<file path="config.mk">
export PLATFORM = sky130hd
export DESIGN_NAME = wb_lsu_master
export DESIGN_NICKNAME = d
export VERILOG_FILES = /design/src/rtl/wb_lsu_master_pkg.sv /design/src/rtl/wb_lsu_master_load_fmt.sv /design/src/rtl/wb_lsu_master.sv
export SDC_FILE = /design/constraint.sdc
export NUM_CORES = 1
export LEC_CHECK = 0
export ABC_CLOCK_PERIOD_IN_PS = 1900
export CORE_MARGIN = 2
export CORE_UTILIZATION = 35
export DETAILED_ROUTE_END_ITERATION = 12
export GPL_TIMING_DRIVEN = 1
export HOLD_SLACK_MARGIN = 0.02
export PLACE_DENSITY = 0.75
export SYNTH_ARGS = -nofsm -noshare
export SYNTH_HDL_FRONTEND = slang
export SYNTH_SLANG_ARGS = --single-unit
</file>
<file path="constraint.sdc">
create_clock -name clock -period 1.9 [get_ports clock]
set_input_delay 0.38 -clock clock [delete_from_list [all_inputs] [get_ports clock]]
set_output_delay 0.38 -clock clock [all_outputs]
set_load 0.01 [all_outputs]
</file>
<file path="src/rtl/wb_lsu_master_pkg.sv">
// -----------------------------------------------------------------------------
// wb_pkg
// Shared definitions for the Wishbone load/store initiator:
//   - access size encodings (byte / half / word)
//   - FSM state enumeration
//   - byte-lane select lookup for an LSB-justified access
//   - bus data width and lane count
// -----------------------------------------------------------------------------
package wb_pkg;

    localparam int unsigned DW_FIXED = 32;
    localparam int unsigned SEL_W    = DW_FIXED / 8;

    localparam logic [1:0] SZ_B = 2'd0;
    localparam logic [1:0] SZ_H = 2'd1;
    localparam logic [1:0] SZ_W = 2'd2;

    typedef enum logic [1:0] {
        IDLE = 2'd0,
        BUS  = 2'd1,
        RESP = 2'd2
    } state_t;

    // Data is LSB-justified, so the lanes always start at lane 0 and only
    // the number of lanes depends on the size. Size 3 has no lanes.
    function automatic logic [SEL_W-1:0] sel_for_size(input logic [1:0] size);
        logic [SEL_W-1:0] sel;
        case (size)
            SZ_B:    sel = 4'b0001;
            SZ_H:    sel = 4'b0011;
            SZ_W:    sel = 4'b1111;
            default: sel = 4'b0000;
        endcase
        return sel;
    endfunction

endpackage

</file>
<file path="src/rtl/wb_lsu_master_load_fmt.sv">
// -----------------------------------------------------------------------------
// wb_load_fmt
// Purely combinational size mask with optional sign extension. Used both to
// mask store data before it goes on the bus and to format load data coming
// back from the responder.
// Ports:
//   data_in   in  32  LSB-justified raw data
//   size      in  2   0 = byte, 1 = half, 2 = word, 3 = illegal (yields 0)
//   is_signed in  1   replicate bit 7 / bit 15 into the upper bits
//   data_out  out 32  masked / extended data
// -----------------------------------------------------------------------------
module wb_load_fmt
    import wb_pkg::*;
(
    input  logic [DW_FIXED-1:0] data_in,
    input  logic [1:0]          size,
    input  logic                is_signed,
    output logic [DW_FIXED-1:0] data_out
);

    logic byte_sign;
    logic half_sign;

    assign byte_sign = is_signed & data_in[7];
    assign half_sign = is_signed & data_in[15];

    always_comb begin
        data_out = '0;
        case (size)
            SZ_B:    data_out = {{24{byte_sign}}, data_in[7:0]};
            SZ_H:    data_out = {{16{half_sign}}, data_in[15:0]};
            SZ_W:    data_out = data_in;
            default: data_out = '0;
        endcase
    end

endmodule

</file>
<file path="src/rtl/wb_lsu_master.sv">
// -----------------------------------------------------------------------------
// wb_lsu_master
// Wishbone classic initiator: turns one valid/ready load/store request into a
// single-beat Wishbone cycle and returns formatted read data (or an error) on
// a valid/ready response port. All Wishbone outputs come straight from flops.
//
// Optional build macro: MISALIGN_TRAP_EN
//   defined   - misaligned half/word requests are answered with an error and
//               never reach the bus
//   undefined - misaligned requests go to the bus unchanged
//
// Parameters:
//   AW       address width
//   DW       data width (must be 32)
//   TIMEOUT  BUS cycles without ack before an error response, 0 = never
//
// Ports:
//   clock, reset (synchronous, active low)
//   req_*    request channel (valid/ready, addr, wdata, we, size, signed)
//   resp_*   response channel (valid/ready, rdata, err)
//   wb_*     Wishbone classic initiator signals
// -----------------------------------------------------------------------------
module wb_lsu_master
    import wb_pkg::*;
#(
    parameter int AW      = 32,
    parameter int DW      = 32,
    parameter int TIMEOUT = 16
) (
    input  logic          clock,
    input  logic          reset,

    input  logic          req_valid,
    output logic          req_ready,
    input  logic [AW-1:0] req_addr,
    input  logic [DW-1:0] req_wdata,
    input  logic          req_we,
    input  logic [1:0]    req_size,
    input  logic          req_signed,

    output logic          resp_valid,
    input  logic          resp_ready,
    output logic [DW-1:0] resp_rdata,
    output logic          resp_err,

    output logic [AW-1:0] wb_addr,
    output logic [DW-1:0] wb_wdata,
    output logic [3:0]    wb_sel,
    output logic          wb_we,
    output logic          wb_cyc,
    output logic          wb_stb,
    input  logic [DW-1:0] wb_rdata,
    input  logic          wb_ack
);

    localparam int CW = (TIMEOUT > 1) ? $clog2(TIMEOUT) : 1;
    localparam logic [CW-1:0] TMO_LAST = CW'((TIMEOUT > 0) ? TIMEOUT - 1 : 0);
    localparam logic TMO_ON = (TIMEOUT > 0);

    state_t        state_q,      state_d;
    logic [AW-1:0] wb_addr_q,    wb_addr_d;
    logic [DW-1:0] wb_wdata_q,   wb_wdata_d;
    logic [3:0]    wb_sel_q,     wb_sel_d;
    logic          wb_we_q,      wb_we_d;
    logic          wb_cyc_q,     wb_cyc_d;
    logic [1:0]    size_q,       size_d;
    logic          signed_q,     signed_d;
    logic          resp_valid_q, resp_valid_d;
    logic [DW-1:0] resp_rdata_q, resp_rdata_d;
    logic          resp_err_q,   resp_err_d;
    logic [CW-1:0] tmo_cnt_q,    tmo_cnt_d;

    logic [DW-1:0] store_masked;
    logic [DW-1:0] load_formatted;
    logic          misaligned;
    logic          illegal_req;
    logic          timeout_hit;

    // Store data is masked with the request's own size; signedness is
    // irrelevant for stores.
    wb_load_fmt u_store_mask (
        .data_in   (req_wdata),
        .size      (req_size),
        .is_signed (1'b0),
        .data_out  (store_masked)
    );

    // Load data uses the size/sign latched at accept time.
    wb_load_fmt u_load_fmt (
        .data_in   (wb_rdata),
        .size      (size_q),
        .is_signed (signed_q),
        .data_out  (load_formatted)
    );

`ifdef MISALIGN_TRAP_EN
    assign misaligned = ((req_size == SZ_H) && req_addr[0]) ||
                        ((req_size == SZ_W) && (req_addr[1:0] != 2'b00));
`else
    assign misaligned = 1'b0;
`endif

    assign illegal_req = (req_size == 2'd3) || misaligned;
    assign timeout_hit = TMO_ON && (tmo_cnt_q == TMO_LAST);

    // Next-state logic. An ack always beats a timeout in the same cycle, and
    // acks seen outside BUS are stale leftovers that are ignored.
    always_comb begin
        state_d      = state_q;
        wb_addr_d    = wb_addr_q;
        wb_wdata_d   = wb_wdata_q;
        wb_sel_d     = wb_sel_q;
        wb_we_d      = wb_we_q;
        wb_cyc_d     = wb_cyc_q;
        size_d       = size_q;
        signed_d     = signed_q;
        resp_valid_d = resp_valid_q;
        resp_rdata_d = resp_rdata_q;
        resp_err_d   = resp_err_q;
        tmo_cnt_d    = tmo_cnt_q;

        case (state_q)
            IDLE: begin
                if (req_valid) begin
                    if (illegal_req) begin
                        state_d      = RESP;
                        resp_valid_d = 1'b1;
                        resp_err_d   = 1'b1;
                        resp_rdata_d = '0;
                    end else begin
                        state_d    = BUS;
                        wb_addr_d  = req_addr;
                        wb_wdata_d = store_masked;
                        wb_sel_d   = sel_for_size(req_size);
                        wb_we_d    = req_we;
                        wb_cyc_d   = 1'b1;
                        size_d     = req_size;
                        signed_d   = req_signed;
                        tmo_cnt_d  = '0;
                    end
                end
            end
            BUS: begin
                if (wb_ack) begin
                    state_d      = RESP;
                    wb_cyc_d     = 1'b0;
                    resp_valid_d = 1'b1;
                    resp_err_d   = 1'b0;
                    resp_rdata_d = wb_we_q ? '0 : load_formatted;
                end else if (timeout_hit) begin
                    state_d      = RESP;
                    wb_cyc_d     = 1'b0;
                    resp_valid_d = 1'b1;
                    resp_err_d   = 1'b1;
                    resp_rdata_d = '0;
                end else begin
                    tmo_cnt_d = tmo_cnt_q + 1'b1;
                end
            end
            RESP: begin
                if (resp_ready) begin
                    state_d      = IDLE;
                    resp_valid_d = 1'b0;
                    resp_err_d   = 1'b0;
                    resp_rdata_d = '0;
                end
            end
            default: begin
                state_d      = IDLE;
                wb_cyc_d     = 1'b0;
                resp_valid_d = 1'b0;
            end
        endcase
    end

    // Single state register; reset drops any cycle or pending response.
    always_ff @(posedge clock) begin
        if (!reset) begin
            state_q      <= IDLE;
            wb_addr_q    <= '0;
            wb_wdata_q   <= '0;
            wb_sel_q     <= '0;
            wb_we_q      <= 1'b0;
            wb_cyc_q     <= 1'b0;
            size_q       <= SZ_B;
            signed_q     <= 1'b0;
            resp_valid_q <= 1'b0;
            resp_rdata_q <= '0;
            resp_err_q   <= 1'b0;
            tmo_cnt_q    <= '0;
        end else begin
            state_q      <= state_d;
            wb_addr_q    <= wb_addr_d;
            wb_wdata_q   <= wb_wdata_d;
            wb_sel_q     <= wb_sel_d;
            wb_we_q      <= wb_we_d;
            wb_cyc_q     <= wb_cyc_d;
            size_q       <= size_d;
            signed_q     <= signed_d;
            resp_valid_q <= resp_valid_d;
            resp_rdata_q <= resp_rdata_d;
            resp_err_q   <= resp_err_d;
            tmo_cnt_q    <= tmo_cnt_d;
        end
    end

    assign req_ready  = (state_q == IDLE);
    assign resp_valid = resp_valid_q;
    assign resp_rdata = resp_rdata_q;
    assign resp_err   = resp_err_q;
    assign wb_addr    = wb_addr_q;
    assign wb_wdata   = wb_wdata_q;
    assign wb_sel     = wb_sel_q;
    assign wb_we      = wb_we_q;
    assign wb_cyc     = wb_cyc_q;
    assign wb_stb     = wb_cyc_q;

endmodule
</file>
==> out/qor.csv, run 1 <==
stage,metric,value,unit
placed_design,Inst Count DP,864,
yosys,Post-Syn Instances,502,
critical_path,CP startpoint,req_size[0],
floorplan,DIE AREA,14100,um^2
critical_path,CP endpoint kind,register,
drt,Starting DRT DRC Count,222,
clock_tree,CTS H-tree lvls,3,
clock_tree,"CTS clk-pin slew, worst paths",0.07,ns
layout,"non-filler cells, final",881,
floorplan,Die W,119,um
global_route,GRT Residual Overflow,0,
critical_path,Worst EP arrival,2.13,ns
critical_path,critical-path cell list,clkdlybuf4s50_1 -> ha_2 -> or4b_4 -> buf_12 -> nor4b_1 -> o21a_1,
yosys,distinct cell type count after synthesis,48,
critical_path,Worst Setup Start Kind,input port,
drt,DR vias,4401,
power,Peak VDD IR,0.000450,V
critical_path,Setup Crit Path Kind,in2reg,
yosys,asr flop ratio synth,0,%
timing,Worst Clk Skew,0.00766,ns
floorplan,Initial Util,36.1,%
placed_design,final RePlAce weighted congestion,0.812,
critical_path,worst flop-to-flop path endpoint,resp_rdata[19],
worst_hold_path,HP Class,in2reg,
timing,Max Fclk,542,MHz
placed_design,port bufs,210,
clock_tree,worst skew pair latency,0.34,ns
run_status,outcome,"finished, final reports clean",
critical_path,slowest stage cell on the critical path,or4b_4,
timing,Final Cycle Share,97.2,%
power,Leakage,2.61,nW
clock_tree,TritonCTS clock tree,built,
critical_path,Worst R2R Setup Slack,0.15,ns
critical_path,crit path max fanout,17,
floorplan,number of top-level pins,211,
global_route,vias in the first global route,4478,
global_route,All-Layer GR Usage,18.4,%
placed_design,Post-Place Worst Slack,-0.604,ns
clock_tree,total CTS buffers,9,
drt,drt wl/cell,14.7,um
run,Max-Cap Viols,0,
clock_tree,CTS Buffer Depth,2,
critical_path,Crit Reg-Reg Startpoint,state_q[0],
layout,"commonest non-fill, non-tap cell in the layout",clkdlybuf4s50_1,
clock_tree,root buf cell,clkbuf_16,
yosys,post-synthesis register bit count,112,
drt,"antenna viol nets, final",0,
timing,RSZ-0062 raised after global routing,false,
global_route,first-pass GRT wire length,21600,um
floorplan,Rows,41,
timing,worst slew pin tran,0.590,ns
timing,worst hold slack,0.393,ns
timing,minimum clock period,1.85,ns
yosys,Mapped Nets,614,
floorplan,Core Area,12700,um^2
timing,setup tns final,0,ns
critical_path,R2R cell count,4,
yosys,syn avg cell area,9.15,um^2
layout,area growth from synthesis to layout,58.4,%
global_route,initial antenna violation count,0,
timing,Final Max Slew Viols,0,
power,Pwr Density,756,nW/um^2
floorplan,Die Y,119,um
critical_path,capture point of the worst path,wb_wdata[2],
critical_path,Crit path required time,2.19,ns
layout,NumNets Final,817,
placed_design,dpl hpwl,9550,um
power,Total Power,5.50,mW
layout,most frequent cells in the layout,"clkdlybuf4s50_1, nand2_1, dfxtp_1, a21boi_0, buf_4",
drt,total wire length,13000,um
layout,share of cells above drive strength 1,8.32,%
timing,PnR worst setup slack,0.0536,ns
drt,drt via density,5.00,
yosys,warnings from Yosys,0,
yosys,Mapped Area,4590,um^2
drt,number of remaining DRC errors,0,
global_route,largest net degree at the start of global routing,56,
yosys,number of flops mapped to enable cells by yosys,0,
timing,Final setup viols,0,
timing,Rel. slew slack,60.5,%
layout,n_diodes,0,
timing,final hold viol count,0,
clock_tree,CTS sink count,112,
drt,drt pass-1 iters,4,
yosys,Post-synth top flop,dfxtp_1,
yosys,post-synthesis sequential area ratio,48.8,%
critical_path,CP max stage delay,0.52,ns
critical path, delay by kind of cell:
family	cells	cell delay (ns)
AOI/OAI and AO/OA	1	0.14
adders and majority gates	1	0.20
buffers and inverters	2	0.61
and+or+nand+nor	2	0.80
cell families (layout without fill, tap and decap cells):
group / count (synthesis) / in the layout / synth area share (%)
adders and majority gates: 7 / 7 / 1.91
DFF: 112 / 112 / 48.8
buffers and inverters: 52 / 259 / 5.45
and+or+nand+nor: 179 / 179 / 18.4
muxes: 3 / 3 / 0.708
AOI/OAI and AO/OA: 149 / 149 / 24.7
through the flow:
step / utilization (%) / cell area (um^2)
floorplan: - / 4590
global placement: 54.6 / 6950
detailed placement: 54.6 / 6950
CTS: 57.0 / 7250
global route: 57.2 / 7270
finish: 57.2 / 7270
layer usage:
metal | GRT usage (%) | up-vias | share of wire, %
met3 | 6.71 | 27 | 8.3
met4 | 6.32 | 0 | 2.0
met1 | 21.6 | 2046 | 41
met2 | 30.9 | 157 | 48
met5 | 0 | - | 0
li1 | - | 2171 | -
power by group:
part	total, mW	internal, mW	switching, mW	leakage (nW)
Sequential	2.53	2.47	0.0698	0.910
Clock	1.76	0.924	0.834	0.132
Combinational	1.20	0.659	0.546	1.57
Total	5.50	4.05	1.45	2.61
cells in the mapped netlist, types with 7 or more instances:
cell,number,area share [%]
a22oi_1,16,2.6
o21ai_0,13,1.4
o22ai_1,16,2.2
a21boi_0,53,8.7
o21a_1,9,1.5
nor4b_1,8,1.5
clkbuf_1,27,2.2
and2_0,7,0.95
nand2_1,122,10
ha_1,7,1.9
nand3_1,19,2.1
a22o_1,8,1.5
a32o_1,16,3.5
dfxtp_1,112,49
buf_2,8,0.87
worst min path at each step:
| stage | start | to | slack (ns) | depth (start not counted) |
|---|---|---|---|---|
| floorplan | signed_q | signed_q | 0.45 | 2 |
| global placement | wb_addr[8] | wb_addr[8] | 0.44 | 2 |
| detailed placement | wb_addr[18] | wb_addr[18] | 0.45 | 2 |
| CTS | reset | state_q[0] | 0.38 | 3 |
| global route | reset | state_q[0] | 0.40 | 3 |
| finish | reset | state_q[0] | 0.39 | 3 |
what timing repair did:
action                                  4_1_cts  5_1_grt
hold buffers                                  0        0
pin swaps                                     1        0
buffers inserted                              2        0
gates resized for setup                       3        5
endpoints found under the setup margin       57       38
cloned                                        0        0
area by class of cell:
cell class	instances	area (um^2)
fill	1163	5450
timing repair buffer	240	2390
sequential	112	2240
multi-input combinational	338	2140
clock buffer	11	243
tap	172	215
clock inverter	4	30.0
inverter	4	15.0
state kept, by name, indices dropped and copies added (netlist names):
name	cells
size_q	2
wb_wdata	32
resp_err	1
signed_q	1
resp_valid	1
tmo_cnt_q	4
wb_cyc	1
state_q	2
wb_sel	3
wb_we	1
resp_rdata	32
wb_addr	32
Note: power is estimated with default switching activity, not from simulation.
==> inputs of run 2 (changes only) <==
--- a/config.mk
+++ b/config.mk
@@ -6,6 +6,7 @@
 export NUM_CORES = 1
 export LEC_CHECK = 0
 export ABC_CLOCK_PERIOD_IN_PS = 1900
+export CORE_ASPECT_RATIO = 1.25
 export CORE_MARGIN = 2
 export CORE_UTILIZATION = 35
 export DETAILED_ROUTE_END_ITERATION = 12
@@ -15,3 +16,4 @@
 export SYNTH_ARGS = -nofsm -noshare
 export SYNTH_HDL_FRONTEND = slang
 export SYNTH_SLANG_ARGS = --single-unit
+export TNS_END_PERCENT = 50
==> run 2 against run 1 <==
Effect of this change:
- cell count increased by 0.34%
- first-iteration DRC count shrank 6.3%
- clock skew fell by 0.0012 ns
- combinational power up 4%
- flip-flop and latch count unchanged
- total power rose by 6.2%
- worst hold slack improved by 0.063 ns
- sequential power about the same
- final area up 2.0%
- non-clock buffer count increased by 6
==> out/qor.csv, run 2 (synthesis results as in run 1) <==
stage,metric,value,unit
timing,minimum clock period,1.83,ns
global_route,GRT Residual Overflow,0,
floorplan,DIE AREA,14100,um^2
layout,"commonest non-fill, non-tap cell in the layout",clkdlybuf4s50_1,
layout,most frequent cells in the layout,"clkdlybuf4s50_1, nand2_1, dfxtp_1, a21boi_0, buf_4",
global_route,vias in the first global route,4493,
drt,number of remaining DRC errors,0,
clock_tree,total CTS buffers,9,
clock_tree,CTS Buffer Depth,2,
run_status,outcome,"finished, final reports clean",
placed_design,Inst Count DP,864,
timing,Worst Clk Skew,0.00647,ns
timing,Max Fclk,545,MHz
floorplan,Initial Util,35.9,%
timing,Final setup viols,0,
clock_tree,TritonCTS clock tree,built,
drt,total wire length,13900,um
clock_tree,"CTS clk-pin slew, worst paths",0.08,ns
timing,worst slew pin tran,0.626,ns
layout,flip-flop and latch area,2240,um^2
global_route,first-pass GRT wire length,22200,um
layout,n_diodes,0,
global_route,All-Layer GR Usage,19.6,%
power,Leakage,2.69,nW
clock_tree,CTS sink count,112,
drt,"antenna viol nets, final",0,
worst_hold_path,HP Class,reg2reg,
drt,Starting DRT DRC Count,208,
timing,PnR worst setup slack,0.0665,ns
global_route,largest net degree at the start of global routing,42,
timing,Rel. slew slack,58.1,%
layout,"non-filler cells, final",884,
clock_tree,CTS H-tree lvls,3,
power,Peak VDD IR,0.000441,V
floorplan,Rows,46,
placed_design,port bufs,210,
drt,drt pass-1 iters,4,
critical_path,Setup Crit Path Kind,in2reg,
timing,Final Cycle Share,96.5,%
placed_design,final RePlAce weighted congestion,0.825,
timing,Final Max Slew Viols,0,
critical_path,CP endpoint kind,register,
drt,drt via density,5.14,
timing,setup tns final,0,ns
drt,DR vias,4548,
run,Max-Cap Viols,0,
global_route,initial antenna violation count,0,
floorplan,Core Area,12800,um^2
power,Pwr Density,787,nW/um^2
critical_path,Crit path required time,2.14,ns
layout,share of cells above drive strength 1,9.78,%
placed_design,Post-Place Worst Slack,-0.633,ns
placed_design,dpl hpwl,10200,um
floorplan,Die Y,132,um
layout,Multi-input gate area,2160,um^2
critical_path,crit path max fanout,8,
timing,final hold viol count,0,
worst_hold_path,Hold Path Stages,2,
floorplan,number of top-level pins,211,
floorplan,Die W,106,um
critical_path,Worst Setup Start Kind,input port,
clock_tree,worst skew pair latency,0.35,ns
clock_tree,root buf cell,clkbuf_16,
drt,drt wl/cell,15.8,um
critical_path,Worst EP arrival,2.07,ns
critical_path,R2R cell count,5,
layout,filler instances,1136,
clock_tree,"Hold-fix buffers, CTS",0,
timing,RSZ-0062 raised after global routing,false,
layout,NumNets Final,823,
layout,area growth from synthesis to layout,61.6,%
run 2: path summary, 6_finish.rpt:
kind,slack (ns),from,endpoint
worst min-delay path,0.46,wb_addr[15],wb_addr[15]
worst max-delay path,0.07,req_valid,wb_wdata[7]
worst max register to register,0.15,state_q[0],resp_rdata[18]
worst min register to register,0.46,wb_addr[15],wb_addr[15]
run 2: repair_timing:
action | in CTS | in global routing
resized for setup | 14 | 1
setup endpoints to repair | 74 | 15
buffers inserted | 2 | 0
gates cloned | 2 | 0
pin swaps | 2 | 0
endpoints found under the hold margin | 0 | 0
run 2: power by group:
part,internal (mW),total (mW),switching (mW)
registers,2.47,2.53,0.0683
logic,0.682,1.25,0.568
clock network,1.20,2.06,0.860
run 2: through the flow:
stage               instance area [um^2]  total power [mW]  util (%)  hold slack [ns]
global route                        7420              6.10      58.1            0.484
finish                              7420              5.84      58.1            0.456
CTS                                 7420              5.91      58.1            0.461
global placement                    6960              3.75      54.5            0.444
detailed placement                  6960              3.78      54.5            0.450
floorplan                           4590              3.13         -            0.452
run 2: per-layer routing:
layer  routed length [um]  global-route usage (%)
met5                    0                       0
met2                 7040                    34.7
met1                 5550                    22.3
met4                  468                    9.09
met3                  886                    4.15
run 2: area by class of cell:
cell class	count	area share (%)
clock buffer	10	3.22
clock inverter	6	1.25
inverter	4	0.202
multi-input combinational	338	29.1
sequential	112	30.2
tap	168	2.83
timing repair buffer	246	33.2
run 2: critical path: stages:
cell	delay [ns]
clkdlybuf4s50_1	0.52
or4b_4	0.54
bufbuf_16	0.31
and2_0	0.16
o21a_1	0.17
==> inputs of run 3 (changes only) <==
--- a/config.mk
+++ b/config.mk
@@ -5,6 +5,7 @@
 export SDC_FILE = /design/constraint.sdc
 export NUM_CORES = 1
 export LEC_CHECK = 0
+export ABC_AREA = 1
 export ABC_CLOCK_PERIOD_IN_PS = 1900
 export CORE_ASPECT_RATIO = 1.25
 export CORE_MARGIN = 2
@@ -12,7 +13,8 @@
 export DETAILED_ROUTE_END_ITERATION = 12
 export GPL_TIMING_DRIVEN = 1
 export HOLD_SLACK_MARGIN = 0.02
-export PLACE_DENSITY = 0.75
+export PLACE_DENSITY = 0.74
+export REMOVE_ABC_BUFFERS = 1
 export SYNTH_ARGS = -nofsm -noshare
 export SYNTH_HDL_FRONTEND = slang
 export SYNTH_SLANG_ARGS = --single-unit
==> run 3 against run 2 <==
Effect of this change:
- worst hold slack worse by 0.030 ns
- synthesized area rose by 8.7%
- sequential share of layout area down 0.92 points
- critical path depth down 3
- combinational power increased by 31%
- fmax increased by 0.13%
- global-route usage is 1.7 points lower
==> out/qor.csv, run 3 <==
stage,metric,value,unit
run_status,outcome,"finished, final reports clean",
clock_tree,post-cts resize count,1,
yosys,syn avg cell area,7.33,um^2
drt,number of remaining DRC errors,0,
critical_path,CP endpoint kind,output pin,
yosys,top-count cell post-synth,nor2_1,
critical_path,CP max stage delay,0.56,ns
critical_path,critical-path cell list,nor2_4 -> clkdlybuf4s50_1,
critical_path,capture point of the worst path,req_ready,
yosys,dominant cell type by area after synthesis,dfxtp_1,
floorplan,number of top-level pins,211,
yosys,post-synthesis sequential area ratio,44.9,%
layout,filler instances,1292,
placed_design,Inst Count DP,1056,
power,net switching power,1.79,mW
power,Seq pwr share,43.1,%
critical_path,Crit path required time,1.52,ns
clock_tree,worst skew pair latency,0.35,ns
timing,PnR worst setup slack,0.0689,ns
critical_path,Top delay family on crit path,buffers and inverters,
timing,final hold viol count,0,
critical_path,worst flop-to-flop path endpoint,resp_rdata[0],
floorplan,Initial Util,36.0,%
drt,drt pass-1 iters,4,
yosys,Synth Area in Compound Gates,8.77,%
power,part of the power in combinational logic,26.5,%
floorplan,Die Y,138,um
layout,area growth from synthesis to layout,53.4,%
clock_tree,TritonCTS clock tree,built,
placed_design,port bufs,210,
floorplan,Core Area,13900,um^2
clock_tree,CTS sink count,112,
yosys,Yosys top cell area share,44.9,%
global_route,All-Layer GR Usage,17.8,%
floorplan,Die W,111,um
layout,"non-filler cells, final",1071,
power,Peak VDD IR,0.000489,V
layout,"commonest non-fill, non-tap cell in the layout",clkdlybuf4s50_1,
layout,final instance area,7660,um^2
drt,drt via density,4.61,
critical_path,Worst Setup Start Kind,register,
clock_tree,root buf cell,clkbuf_16,
power,cell-internal power,4.42,mW
yosys,synth top area cells,"dfxtp_1, nor2_1, nand2_1",
layout,share of cells above drive strength 1,12.2,%
critical_path,Buf/Inv on CP,1,
placed_design,final RePlAce weighted congestion,0.771,
drt,drt wl/cell,12.9,um
power,clock share of power,30.5,%
placed_design,DP Area,7360,um^2
global_route,first-pass GRT wire length,22200,um
timing,RSZ-0062 raised after global routing,false,
yosys,post-synthesis register bit count,112,
clock_tree,CTS Buffer Depth,2,
critical_path,Setup Crit Path Kind,reg2out,
global_route,initial antenna violation count,0,
timing,Final Max Slew Viols,0,
yosys,Mapped Area,4990,um^2
yosys,synth cell count leaders,"nor2_1, nand2_1, dfxtp_1",
drt,"antenna viol nets, final",0,
clock_tree,total CTS buffers,9,
power,Leakage,3.20,nW
yosys,post-synthesis xor/xnor area fraction,0,%
yosys,largest family of logic cells by synthesized area,simple AND/OR/NAND/NOR gates,
critical_path,slowest stage cell on the critical path,clkdlybuf4s50_1,
yosys,post-synthesis mux area share,0,%
drt,DR vias,4941,
critical_path,crit path max fanout,4,
power,Pwr Density,811,nW/um^2
clock_tree,"Setup Fix Bufs, Post-CTS",0,
layout,NumNets Final,1004,
placed_design,dpl hpwl,9830,um
critical_path,Worst R2R Setup Slack,0.41,ns
layout,most frequent cells in the layout,"clkdlybuf4s50_1, nor2_1, nand2_1, dfxtp_1, o21ai_0",
global_route,largest net degree at the start of global routing,50,
timing,minimum clock period,1.83,ns
yosys,Synth Area in Adders,1.75,%
power,sw frac,28.8,%
critical_path,stages on the worst setup path,2,
drt,total wire length,13800,um
yosys,warnings from Yosys,0,
critical_path,R2R cell count,9,
critical_path,CP startpoint,state_q[0],
worst_hold_path,HP Class,in2reg,
yosys,Post-synth top flop,dfxtp_1,
clock_tree,CTS H-tree lvls,3,
clock_tree,"CTS clk-pin slew, worst paths",0.07,ns
yosys,asr flop ratio synth,0,%
layout,n_diodes,0,
timing,worst hold slack,0.427,ns
yosys,number of flops mapped to enable cells by yosys,0,
power,Total Power,6.21,mW
yosys,Post-Syn Instances,681,
yosys,distinct cell type count after synthesis,31,
timing,worst slew pin tran,0.379,ns
yosys,Synth Area in Simple Gates,36.1,%
global_route,vias in the first global route,4660,
run,Max-Cap Viols,0,
global_route,GRT Residual Overflow,0,
floorplan,Rows,48,
timing,Rel. slew slack,74.7,%
clock_tree,"Hold-fix buffers, CTS",0,
critical_path,Worst EP arrival,1.45,ns
floorplan,DIE AREA,15200,um^2
drt,Starting DRT DRC Count,248,
timing,Worst Clk Skew,0.0117,ns
critical_path,Crit Reg-Reg Startpoint,tmo_cnt_q[1],
timing,Final Cycle Share,96.4,%
timing,Max Fclk,546,MHz
placed_design,Post-Place Worst Slack,-0.0862,ns
timing,Final setup viols,0,
-- run 3: cell types whose count changed in the layout (fill, tap and decap cells not counted), moves of 9 or more --
cell      previous run  this run
a32o_1              16         0
nand2_2              0        22
o21ai_0             13        41
a21boi_0            53         0
a21oi_1              4        32
o22ai_1             16         0
nand3_1             19        38
nand2_1            122       147
nand3_2              0         9
nor2_2               0        16
inv_1                4        31
nor2_1               1       152
-- run 3: power groups by stage --
stage | sequential [mW] | clock [mW] | combinational [mW]
final | 2.67 | 1.89 | 1.64
after global routing | 2.70 | 2.02 | 1.81
after CTS | 2.67 | 1.94 | 1.66
after detailed placement | 2.72 | 0 | 1.65
after global placement | 2.72 | 0 | 1.63
after floorplan | 2.81 | 0 | 0.638
-- run 3: worst min-delay path by stage --
stage,cells after the start,slack [ns],from,to
2_1_floorplan,2,0.46,tmo_cnt_q[1],tmo_cnt_q[1]
3_3_place_gp,2,0.44,resp_valid,resp_valid
3_5_place_dp,2,0.44,resp_valid,resp_valid
4_1_cts,3,0.42,reset,resp_rdata[10]
5_1_grt,3,0.44,reset,resp_rdata[10]
6_report,3,0.43,reset,resp_rdata[10]
-- run 3: worst reg2reg max path, stage by stage (launching register included) --
cell and delay [ns]:
dfxtp_1 0.36, ha_1 0.19, nand3_1 0.12, nand3_2 0.11
nand3_4 0.10, nor2_8 0.14, buf_12 0.19, nand2_1 0.08
nand2_1 0.08, nor2_2 0.03
-- run 3: cell families after synthesis --
| family | count (synthesis) |
|---|---|
| simple gates | 397 |
| flops | 112 |
| compound gates | 83 |
| buf+inv | 82 |
| fa+ha+maj | 7 |
-- run 3: stage by stage --
step	TNS [ns]	util (%)
final	0	55.2
after detailed placement	-3.63	53.1
after floorplan	-0.950	-
after global placement	-0.586	53.1
after global routing	0	55.2
after CTS	0	55.2
-- run 3: area by class of cell --
| cell class | instances | area [um^2] | area share [%] |
|---|---|---|---|
| Multi-Input combinational cell | 487 | 2330 | 30.5 |
| Clock inverter | 5 | 58.8 | 0.768 |
| Tap cell | 175 | 219 | 2.86 |
| Sequential cell | 112 | 2240 | 29.3 |
| Inverter | 40 | 150 | 1.96 |
| Clock buffer | 10 | 229 | 2.99 |
| Timing Repair Buffer | 242 | 2420 | 31.7 |
-- run 3: routing by layer --
metal / GRT usage [%] / vias up / routed length, um
met2: 31.1 / 145 / 6760
li1: - / 2553 / -
met5: 0 / - / 0
met3: 4.22 / 13 / 821
met4: 6.74 / 0 / 212
met1: 21.5 / 2230 / 6020
